### src/rtl/ip_rx_parser.sv
// Receive-side IPv4 header parser. It validates each header from the MAC byte stream,
// forwards accepted payload bytes tagged UDP/ICMP, and drops rejected packets whole.
module ip_rx_parser #(
    parameter bit BCAST_EN = 1'b1
) (
    input  logic        rx_mac_aclk,
    input  logic        rx_mac_reset,
    input  logic [31:0] local_ip,
    input  logic [7:0]  rx_axis_mac_tdata,
    input  logic        rx_axis_mac_tvalid,
    input  logic        rx_axis_mac_tlast,
    input  logic        rx_axis_mac_tuser,
    output logic [7:0]  rx_axis_ip_tdata,
    output logic        rx_axis_ip_tvalid,
    output logic        rx_axis_ip_tlast,
    output logic [1:0]  rx_axis_ip_tuser,
    output logic        rx_axis_ip_tdest,
    output logic [31:0] rx_ip_src_addr,
    output logic        rx_ip_drop
);

    localparam logic [7:0] PROTO_ICMP = 8'd1;
    localparam logic [7:0] PROTO_UDP  = 8'd17;

    typedef enum logic [2:0] {
        SYNC,
        IDLE,
        HDR,
        PAYLOAD,
        PAD,
        DROP
    } state_e;

    state_e      state_q, state_d;
    logic [10:0] byte_cnt_q, byte_cnt_d;
    logic [3:0]  ver_q, ver_d;
    logic [3:0]  ihl_q, ihl_d;
    logic [15:0] tot_len_q, tot_len_d;
    logic        frag_bad_q, frag_bad_d;
    logic [7:0]  proto_q, proto_d;
    logic [31:0] src_q, src_d;
    logic [23:0] dst_hi_q, dst_hi_d;
    logic        dst_ok_q, dst_ok_d;
    logic [7:0]  csum_hi_q, csum_hi_d;
    logic [19:0] csum_q, csum_d;
    logic [15:0] pay_cnt_q, pay_cnt_d;
    logic [7:0]  hold_q, hold_d;

    logic [7:0]  out_data_q, out_data_d;
    logic        out_valid_q, out_valid_d;
    logic        out_last_q, out_last_d;
    logic [1:0]  out_user_q, out_user_d;
    logic        out_dest_q, out_dest_d;
    logic [31:0] src_addr_q, src_addr_d;
    logic        drop_q, drop_d;

    // Header decision terms, evaluated against the byte currently on the input.
    logic        beat;
    logic [10:0] hdr_end;
    logic [15:0] hdr_len;
    logic [31:0] dst_now;
    logic        dst_now_match;
    logic        dst_pass;
    logic [19:0] csum_sum;
    logic [19:0] csum_fold1;
    logic [15:0] csum_fold2;
    logic        csum_ok;
    logic        proto_ok;
    logic        reject;

    assign beat     = rx_axis_mac_tvalid;
    assign hdr_end  = (ihl_q < 4'd5) ? 11'd19 : ({5'd0, ihl_q, 2'b00} - 11'd1);
    assign hdr_len  = {10'd0, ihl_q, 2'b00};
    assign dst_now  = {dst_hi_q, rx_axis_mac_tdata};
    assign dst_now_match = (dst_now == local_ip) || (BCAST_EN && (dst_now == 32'hFFFF_FFFF));
    assign dst_pass = (byte_cnt_q == 11'd19) ? dst_now_match : dst_ok_q;

    // The last header byte is always odd, so its word completes the sum here.
    assign csum_sum   = csum_q + {4'd0, csum_hi_q, rx_axis_mac_tdata};
    assign csum_fold1 = {4'd0, csum_sum[15:0]} + {16'd0, csum_sum[19:16]};
    assign csum_fold2 = csum_fold1[15:0] + {12'd0, csum_fold1[19:16]};
    assign csum_ok    = (csum_fold2 == 16'hFFFF);

    assign proto_ok = (proto_q == PROTO_ICMP) || (proto_q == PROTO_UDP);
    assign reject   = (ver_q != 4'd4) || (ihl_q < 4'd5) || !csum_ok || !dst_pass ||
                      !proto_ok || frag_bad_q || (tot_len_q <= hdr_len);

    // NOTE: every _d gets its hold value first so no path through the case leaves a latch.
    always_comb begin
        state_d     = state_q;
        byte_cnt_d  = byte_cnt_q;
        ver_d       = ver_q;
        ihl_d       = ihl_q;
        tot_len_d   = tot_len_q;
        frag_bad_d  = frag_bad_q;
        proto_d     = proto_q;
        src_d       = src_q;
        dst_hi_d    = dst_hi_q;
        dst_ok_d    = dst_ok_q;
        csum_hi_d   = csum_hi_q;
        csum_d      = csum_q;
        pay_cnt_d   = pay_cnt_q;
        hold_d      = hold_q;
        out_data_d  = out_data_q;
        out_valid_d = 1'b0;
        out_last_d  = 1'b0;
        out_user_d  = 2'b00;
        out_dest_d  = out_dest_q;
        src_addr_d  = src_addr_q;
        drop_d      = 1'b0;

        case (state_q)
            SYNC, DROP: begin
                if (beat && rx_axis_mac_tlast) begin
                    state_d = IDLE;
                end
            end

            IDLE: begin
                if (beat) begin
                    ver_d      = rx_axis_mac_tdata[7:4];
                    ihl_d      = rx_axis_mac_tdata[3:0];
                    csum_hi_d  = rx_axis_mac_tdata;
                    csum_d     = 20'd0;
                    frag_bad_d = 1'b0;
                    byte_cnt_d = 11'd1;
                    if (rx_axis_mac_tlast) begin
                        drop_d = 1'b1;
                    end else begin
                        state_d = HDR;
                    end
                end
            end

            HDR: begin
                if (beat) begin
                    byte_cnt_d = byte_cnt_q + 11'd1;
                    if (byte_cnt_q[0]) begin
                        csum_d = csum_sum;
                    end else begin
                        csum_hi_d = rx_axis_mac_tdata;
                    end

                    case (byte_cnt_q)
                        11'd2:  tot_len_d[15:8] = rx_axis_mac_tdata;
                        11'd3:  tot_len_d[7:0]  = rx_axis_mac_tdata;
                        // MF is bit 5 of byte 6; DF and the reserved bit are ignored.
                        11'd6:  frag_bad_d = rx_axis_mac_tdata[5] | (|rx_axis_mac_tdata[4:0]);
                        11'd7:  frag_bad_d = frag_bad_q | (|rx_axis_mac_tdata);
                        11'd9:  proto_d = rx_axis_mac_tdata;
                        11'd12, 11'd13, 11'd14, 11'd15:
                                src_d = {src_q[23:0], rx_axis_mac_tdata};
                        11'd16, 11'd17, 11'd18:
                                dst_hi_d = {dst_hi_q[15:0], rx_axis_mac_tdata};
                        11'd19: dst_ok_d = dst_now_match;
                        default: ;
                    endcase

                    if (rx_axis_mac_tlast) begin
                        drop_d  = 1'b1;
                        state_d = IDLE;
                    end else if (byte_cnt_q == hdr_end) begin
                        if (reject) begin
                            drop_d  = 1'b1;
                            state_d = DROP;
                        end else begin
                            out_dest_d = (proto_q == PROTO_ICMP);
                            src_addr_d = src_q;
                            pay_cnt_d  = tot_len_q - hdr_len;
                            state_d    = PAYLOAD;
                        end
                    end
                end
            end

            PAYLOAD: begin
                if (beat) begin
                    pay_cnt_d = pay_cnt_q - 16'd1;
                    if (pay_cnt_q == 16'd1) begin
                        if (rx_axis_mac_tlast) begin
                            out_valid_d = 1'b1;
                            out_data_d  = rx_axis_mac_tdata;
                            out_last_d  = 1'b1;
                            out_user_d  = {1'b0, rx_axis_mac_tuser};
                            state_d     = IDLE;
                        end else begin
                            // The real end of packet is unknown until the padding ends.
                            hold_d  = rx_axis_mac_tdata;
                            state_d = PAD;
                        end
                    end else begin
                        out_valid_d = 1'b1;
                        out_data_d  = rx_axis_mac_tdata;
                        if (rx_axis_mac_tlast) begin
                            out_last_d = 1'b1;
                            out_user_d = {1'b1, rx_axis_mac_tuser};
                            state_d    = IDLE;
                        end
                    end
                end
            end

            PAD: begin
                if (beat && rx_axis_mac_tlast) begin
                    out_valid_d = 1'b1;
                    out_data_d  = hold_q;
                    out_last_d  = 1'b1;
                    out_user_d  = {1'b0, rx_axis_mac_tuser};
                    state_d     = IDLE;
                end
            end

            default: state_d = SYNC;
        endcase
    end

    // NOTE: sequential state uses <= only, so every register samples pre-edge values.
    // NOTE: header capture registers are reset too; reset starts in SYNC and may hit mid-frame.
    always_ff @(posedge rx_mac_aclk or posedge rx_mac_reset) begin
        if (rx_mac_reset) begin
            state_q     <= SYNC;
            byte_cnt_q  <= '0;
            ver_q       <= '0;
            ihl_q       <= '0;
            tot_len_q   <= '0;
            frag_bad_q  <= 1'b0;
            proto_q     <= '0;
            src_q       <= '0;
            dst_hi_q    <= '0;
            dst_ok_q    <= 1'b0;
            csum_hi_q   <= '0;
            csum_q      <= '0;
            pay_cnt_q   <= '0;
            hold_q      <= '0;
            out_data_q  <= '0;
            out_valid_q <= 1'b0;
            out_last_q  <= 1'b0;
            out_user_q  <= '0;
            out_dest_q  <= 1'b0;
            src_addr_q  <= '0;
            drop_q      <= 1'b0;
        end else begin
            state_q     <= state_d;
            byte_cnt_q  <= byte_cnt_d;
            ver_q       <= ver_d;
            ihl_q       <= ihl_d;
            tot_len_q   <= tot_len_d;
            frag_bad_q  <= frag_bad_d;
            proto_q     <= proto_d;
            src_q       <= src_d;
            dst_hi_q    <= dst_hi_d;
            dst_ok_q    <= dst_ok_d;
            csum_hi_q   <= csum_hi_d;
            csum_q      <= csum_d;
            pay_cnt_q   <= pay_cnt_d;
            hold_q      <= hold_d;
            out_data_q  <= out_data_d;
            out_valid_q <= out_valid_d;
            out_last_q  <= out_last_d;
            out_user_q  <= out_user_d;
            out_dest_q  <= out_dest_d;
            src_addr_q  <= src_addr_d;
            drop_q      <= drop_d;
        end
    end

    assign rx_axis_ip_tdata  = out_data_q;
    assign rx_axis_ip_tvalid = out_valid_q;
    assign rx_axis_ip_tlast  = out_last_q;
    assign rx_axis_ip_tuser  = out_user_q;
    assign rx_axis_ip_tdest  = out_dest_q;
    assign rx_ip_src_addr    = src_addr_q;
    assign rx_ip_drop        = drop_q;

endmodule

### config.mk
export PLATFORM = sky130hd
export DESIGN_NAME = ip_rx_parser
export DESIGN_NICKNAME = d
export VERILOG_FILES = /design/src/rtl/ip_rx_parser.sv
export SDC_FILE = /design/constraint.sdc
export NUM_CORES = 1
export LEC_CHECK = 0
export CORE_MARGIN = 1
export CORE_UTILIZATION = 59
export CTS_CLUSTER_DIAMETER = 100
export CTS_CLUSTER_SIZE = 40
export DETAILED_ROUTE_END_ITERATION = 10
export PLACE_DENSITY = 0.85
export SYNTH_ARGS = -nofsm -noshare
export SYNTH_HDL_FRONTEND = slang
export SYNTH_SLANG_ARGS = --single-unit
### constraint.sdc
create_clock -name rx_mac_aclk -period 10.85 [get_ports rx_mac_aclk]
set_clock_uncertainty 0.05 [all_clocks]
set_input_delay 1.085 -clock rx_mac_aclk [delete_from_list [all_inputs] [get_ports rx_mac_aclk]]
set_output_delay 1.085 -clock rx_mac_aclk [all_outputs]
set_load 0.005 [all_outputs]
==> results.json <==
{
  "syn-mean-instance-area_um2": 10.38,
  "power_density_nw_per_um2": 218.5,
  "syn_inst": 1080,
  "timing.critical_path.arrival_ps": 9990,
  "timing.hold.worst_path_depth": 2,
  "detailedRoute.firstIterationViolations": 590,
  "synth_top_flop_cell": "sky130_fd_sc_hd__dfrtp_1",
  "start_kind": "input port",
  "number_of_buffer_and_inverter_instances_along_the_worst_setup_path": 4,
  "diodes": 0,
  "synthToLayoutAreaGrowth_pct": 12.42,
  "synth_area_um2": 11210,
  "starting_density_of_the_core": 0.6011,
  "setup-tns-final_ps": 0,
  "floorplan.die.width_um": 139.8,
  "floorplan.core_area_um2": 18640,
  "slew-limit-headroom": 0.2237,
  "grtUsageTotal": 0.2721,
  "timing.reg2reg.worst_path_depth": 34,
  "vias_after_detailed_routing": 8697,
  "critical_path.endpoint_type": "flip-flop",
  "ios": 91,
  "synth-seq-area-share": 0.4511,
  "timing.final.ws_setup_ps": 1178,
  "critical-path-slowest-cell": "sky130_fd_sc_hd__fa_1",
  "ant_nets": 0,
  "tritoncts_clock_tree": "built",
  "post_synth_num_cell_types": 71,
  "wl_per_cell_um": 19.02,
  "dp.final_hpwl_um": 18700,
  "maximum_single_stage_delay_on_the_critical_path_ps": 560,
  "fin_crit_ps": 9672,
  "wire_length_of_the_first_global_routing_pass_um": 43070,
  "rows": 50,
  "report.final.hold_viol_count": 0,
  "share_of_the_cycle_needed_by_the_critical_path_after_routing": 0.8914,
  "synthTopCellsByArea": "sky130_fd_sc_hd__dfrtp_1 45%, sky130_fd_sc_hd__mux2_2 11%, sky130_fd_sc_hd__xor2_1 3.8%, sky130_fd_sc_hd__ha_1 3.6%, sky130_fd_sc_hd__o21ai_0 3.3%",
  "synthArstFlopShare": 1.000,
  "endpoint_of_the_worst_register_to_register_path": "pay_cnt_q[8]$_DFFE_PP0P_",
  "post-route-drc-count": 0,
  "post-synth-top-area-fraction": 0.4511,
  "timing.critical_path.required_ps": 11170,
  "yosysTopAreaCell": "sky130_fd_sc_hd__dfrtp_1",
  "max_clock_freq_mhz": 103.4,
  "min_delay_worst_endpoint": "rx_axis_ip_tdata[0]$_DFFE_PP0P_",
  "syn-num-nets": 1160,
  "route.final.wire_length_um": 26240,
  "cts_sinks": 202,
  "dp_slack_ps": 775.8,
  "first_global_vias": 8483,
  "regToRegStartpoint": "csum_q[5]$_DFFE_PP0P_",
  "clk_transition_reported_paths_ps": 140,
  "worst-path-max-fanout": 16,
  "cts_setup_buffers": 0,
  "die-area_um2": 19550,
  "r2r_setup_slack_ps": 2170,
  "grt_max_degree": 126,
  "final_count_of_negative_setup_slack_endpoints": 0,
  "ys_seq_elements": 202,
  "result_of_the_run": "completed",
  "layout-drive-gt1-share": 0.1310,
  "grt_setup_unrepaired": "false",
  "post_drt_via_cell_ratio": 6.307,
  "p_total_mw": 2.752,
  "type_of_the_worst_min_delay_path": "flip-flop to flip-flop",
  "drt-pass1-iter-count": 5,
  "port_buffers": 90,
  "final-max-slew-violation-count": 0,
  "globalRouteOverflowTotal": 0,
  "synth_enable_flop_cells": 0,
  "post_cts_resized": 0,
  "antenna_found_initial": 0,
  "die-height_um": 139.8,
  "worstMarginPinSlew_ps": 1162,
  "crit_family": "compound AO/OA/AOI/OAI gates",
  "holdCritStartpoint": "rx_axis_ip_tdata[0]$_DFFE_PP0P_",
  "crit_type": "input port to flip-flop",
  "routabilityCongestion": 0.9745,
  "power.leakage_nw": 5.717,
  "cts.root.buffer_cell": "sky130_fd_sc_hd__clkbuf_16",
  "max-cap-violations": 0,
  "synthesis.yosys.warnings": 0,
  "cts_max_level": 1,
  "numCtsBuffers": 9,
  "vdd_ir_drop_max_mv": 0.1577,
  "clock_insertion_delay_worst_skew_ps": 470,
  "hold_buffers": 0,
  "maximum_clock_path_buffer_count": 3,
  "design.final.nets": 1224
}
## synth_stat cells (8+ instances only)
cell type and n:
sky130_fd_sc_hd__dfrtp_1 202, sky130_fd_sc_hd__mux2_2 105, sky130_fd_sc_hd__nand2_1 81, sky130_fd_sc_hd__o21ai_0 74
sky130_fd_sc_hd__nand3_1 52, sky130_fd_sc_hd__nor2_1 52, sky130_fd_sc_hd__xor2_1 49, sky130_fd_sc_hd__a21oi_1 42
sky130_fd_sc_hd__clkbuf_1 42, sky130_fd_sc_hd__ha_1 32, sky130_fd_sc_hd__mux2_1 30, sky130_fd_sc_hd__inv_1 29
sky130_fd_sc_hd__xnor2_1 25, sky130_fd_sc_hd__nor4_1 23, sky130_fd_sc_hd__nor3_1 20, sky130_fd_sc_hd__nand4_1 16
sky130_fd_sc_hd__o31ai_1 15, sky130_fd_sc_hd__mux2i_1 13, sky130_fd_sc_hd__or3_1 11, sky130_fd_sc_hd__and2_1 10
sky130_fd_sc_hd__nand2b_1 10, sky130_fd_sc_hd__o211ai_1 10, sky130_fd_sc_hd__a21o_1 8, sky130_fd_sc_hd__and3_1 8
sky130_fd_sc_hd__buf_2 8, sky130_fd_sc_hd__nor2b_1 8
## placed cells by master, fill, tap and decap left out, types with 9 or more instances in the layout
master                            count
sky130_fd_sc_hd__o31ai_1             15
sky130_fd_sc_hd__inv_1               28
sky130_fd_sc_hd__o211ai_1            10
sky130_fd_sc_hd__nor2_1              52
sky130_fd_sc_hd__mux2_1              30
sky130_fd_sc_hd__nor3_1              18
sky130_fd_sc_hd__nand4_1             16
sky130_fd_sc_hd__mux2_2             105
sky130_fd_sc_hd__clkbuf_16            9
sky130_fd_sc_hd__ha_1                32
sky130_fd_sc_hd__and2_1              10
sky130_fd_sc_hd__xnor2_1             25
sky130_fd_sc_hd__clkdlybuf4s50_1     90
sky130_fd_sc_hd__o21ai_0             74
sky130_fd_sc_hd__xor2_1              49
sky130_fd_sc_hd__nor4_1              23
sky130_fd_sc_hd__mux2i_1             13
sky130_fd_sc_hd__or3_1               11
sky130_fd_sc_hd__nand2_1             81
sky130_fd_sc_hd__a21oi_1             42
sky130_fd_sc_hd__dfrtp_1            202
sky130_fd_sc_hd__buf_4               16
sky130_fd_sc_hd__nand2b_1            10
sky130_fd_sc_hd__nand3_1             52
## cells by family after synthesis
group | count (synthesis) | share of synthesized area
AOI/OAI and AO/OA | 215 | 0.1232
buffers and inverters | 83 | 0.03070
muxes | 148 | 0.1473
xor gates and xnor gates | 74 | 0.05784
and+or+nand+nor | 323 | 0.1488
DFF | 202 | 0.4511
adders and majority gates | 35 | 0.04109
## worst min-delay path, cell delays in order, from the launching register on
cell                      delay (ps)
sky130_fd_sc_hd__dfrtp_1         370
sky130_fd_sc_hd__nand2_1          50
sky130_fd_sc_hd__o21ai_0          60
## cell type report
class / instances / area (um^2)
Clock buffer: 9 / 225.2
Clock inverter: 3 / 48.80
Fill cell: 1343 / 6046
Inverter: 30 / 120.1
Multi-Input combinational cell: 795 / 5834
Sequential cell: 202 / 5055
Tap cell: 234 / 292.8
Timing Repair Buffer: 106 / 1021
## state kept, by name (all words and copies together), names as in the netlist, 11 cells and up
name / count
dst_hi_q: 24
tot_len_q: 16
csum_q: 20
src_q: 32
byte_cnt_q: 11
rx_ip_src_addr: 32
pay_cnt_q: 16
## layer usage
metal  share of wire  wire [um]  global-route usage
met5               0          0                   0
met4           0.031        818             0.08791
met3           0.056       1466             0.02374
met2            0.48      12680              0.4642
met1            0.43      11270              0.3681
## through the flow
step / std cells / instance area [um^2] / utilization / hold slack (ps)
2_1_floorplan: 1080 / 11210 / - / 400.2
5_1_grt: 1379 / 12600 / 0.6757 / 470.3
3_3_place_gp: 1367 / 12320 / 0.6610 / 415.9
4_1_cts: 1379 / 12600 / 0.6757 / 455.1
6_report: 1379 / 12600 / 0.6757 / 450.3
3_5_place_dp: 1367 / 12320 / 0.6610 / 425.1
## where the power goes
part / internal [mW] / switching (mW) / leakage (nW)
clock network: 0.162 / 0.241 / 0.132
logic: 0.541 / 0.812 / 2.87
registers: 0.873 / 0.122 / 2.71
total: 1.58 / 1.18 / 5.72
## worst max-delay path by stage
stage                               startpoint                            to  slack [ps]  cells after the start
after floorplan           rx_axis_mac_tdata[1]  rx_axis_ip_tdest$_DFFE_PP0P_        2560                     34
after CTS                 rx_axis_mac_tdata[1]      pay_cnt_q[8]$_DFFE_PP0P_        1280                     37
after global routing      rx_axis_mac_tdata[1]      pay_cnt_q[8]$_DFFE_PP0P_         660                     37
after detailed placement  rx_axis_mac_tdata[1]      pay_cnt_q[8]$_DFFE_PP0P_         780                     37
final                     rx_axis_mac_tdata[1]      pay_cnt_q[8]$_DFFE_PP0P_        1180                     37
after global placement    rx_axis_mac_tdata[1]      pay_cnt_q[8]$_DFFE_PP0P_        1080                     37
Note: power is estimated with default switching activity, not from simulation.
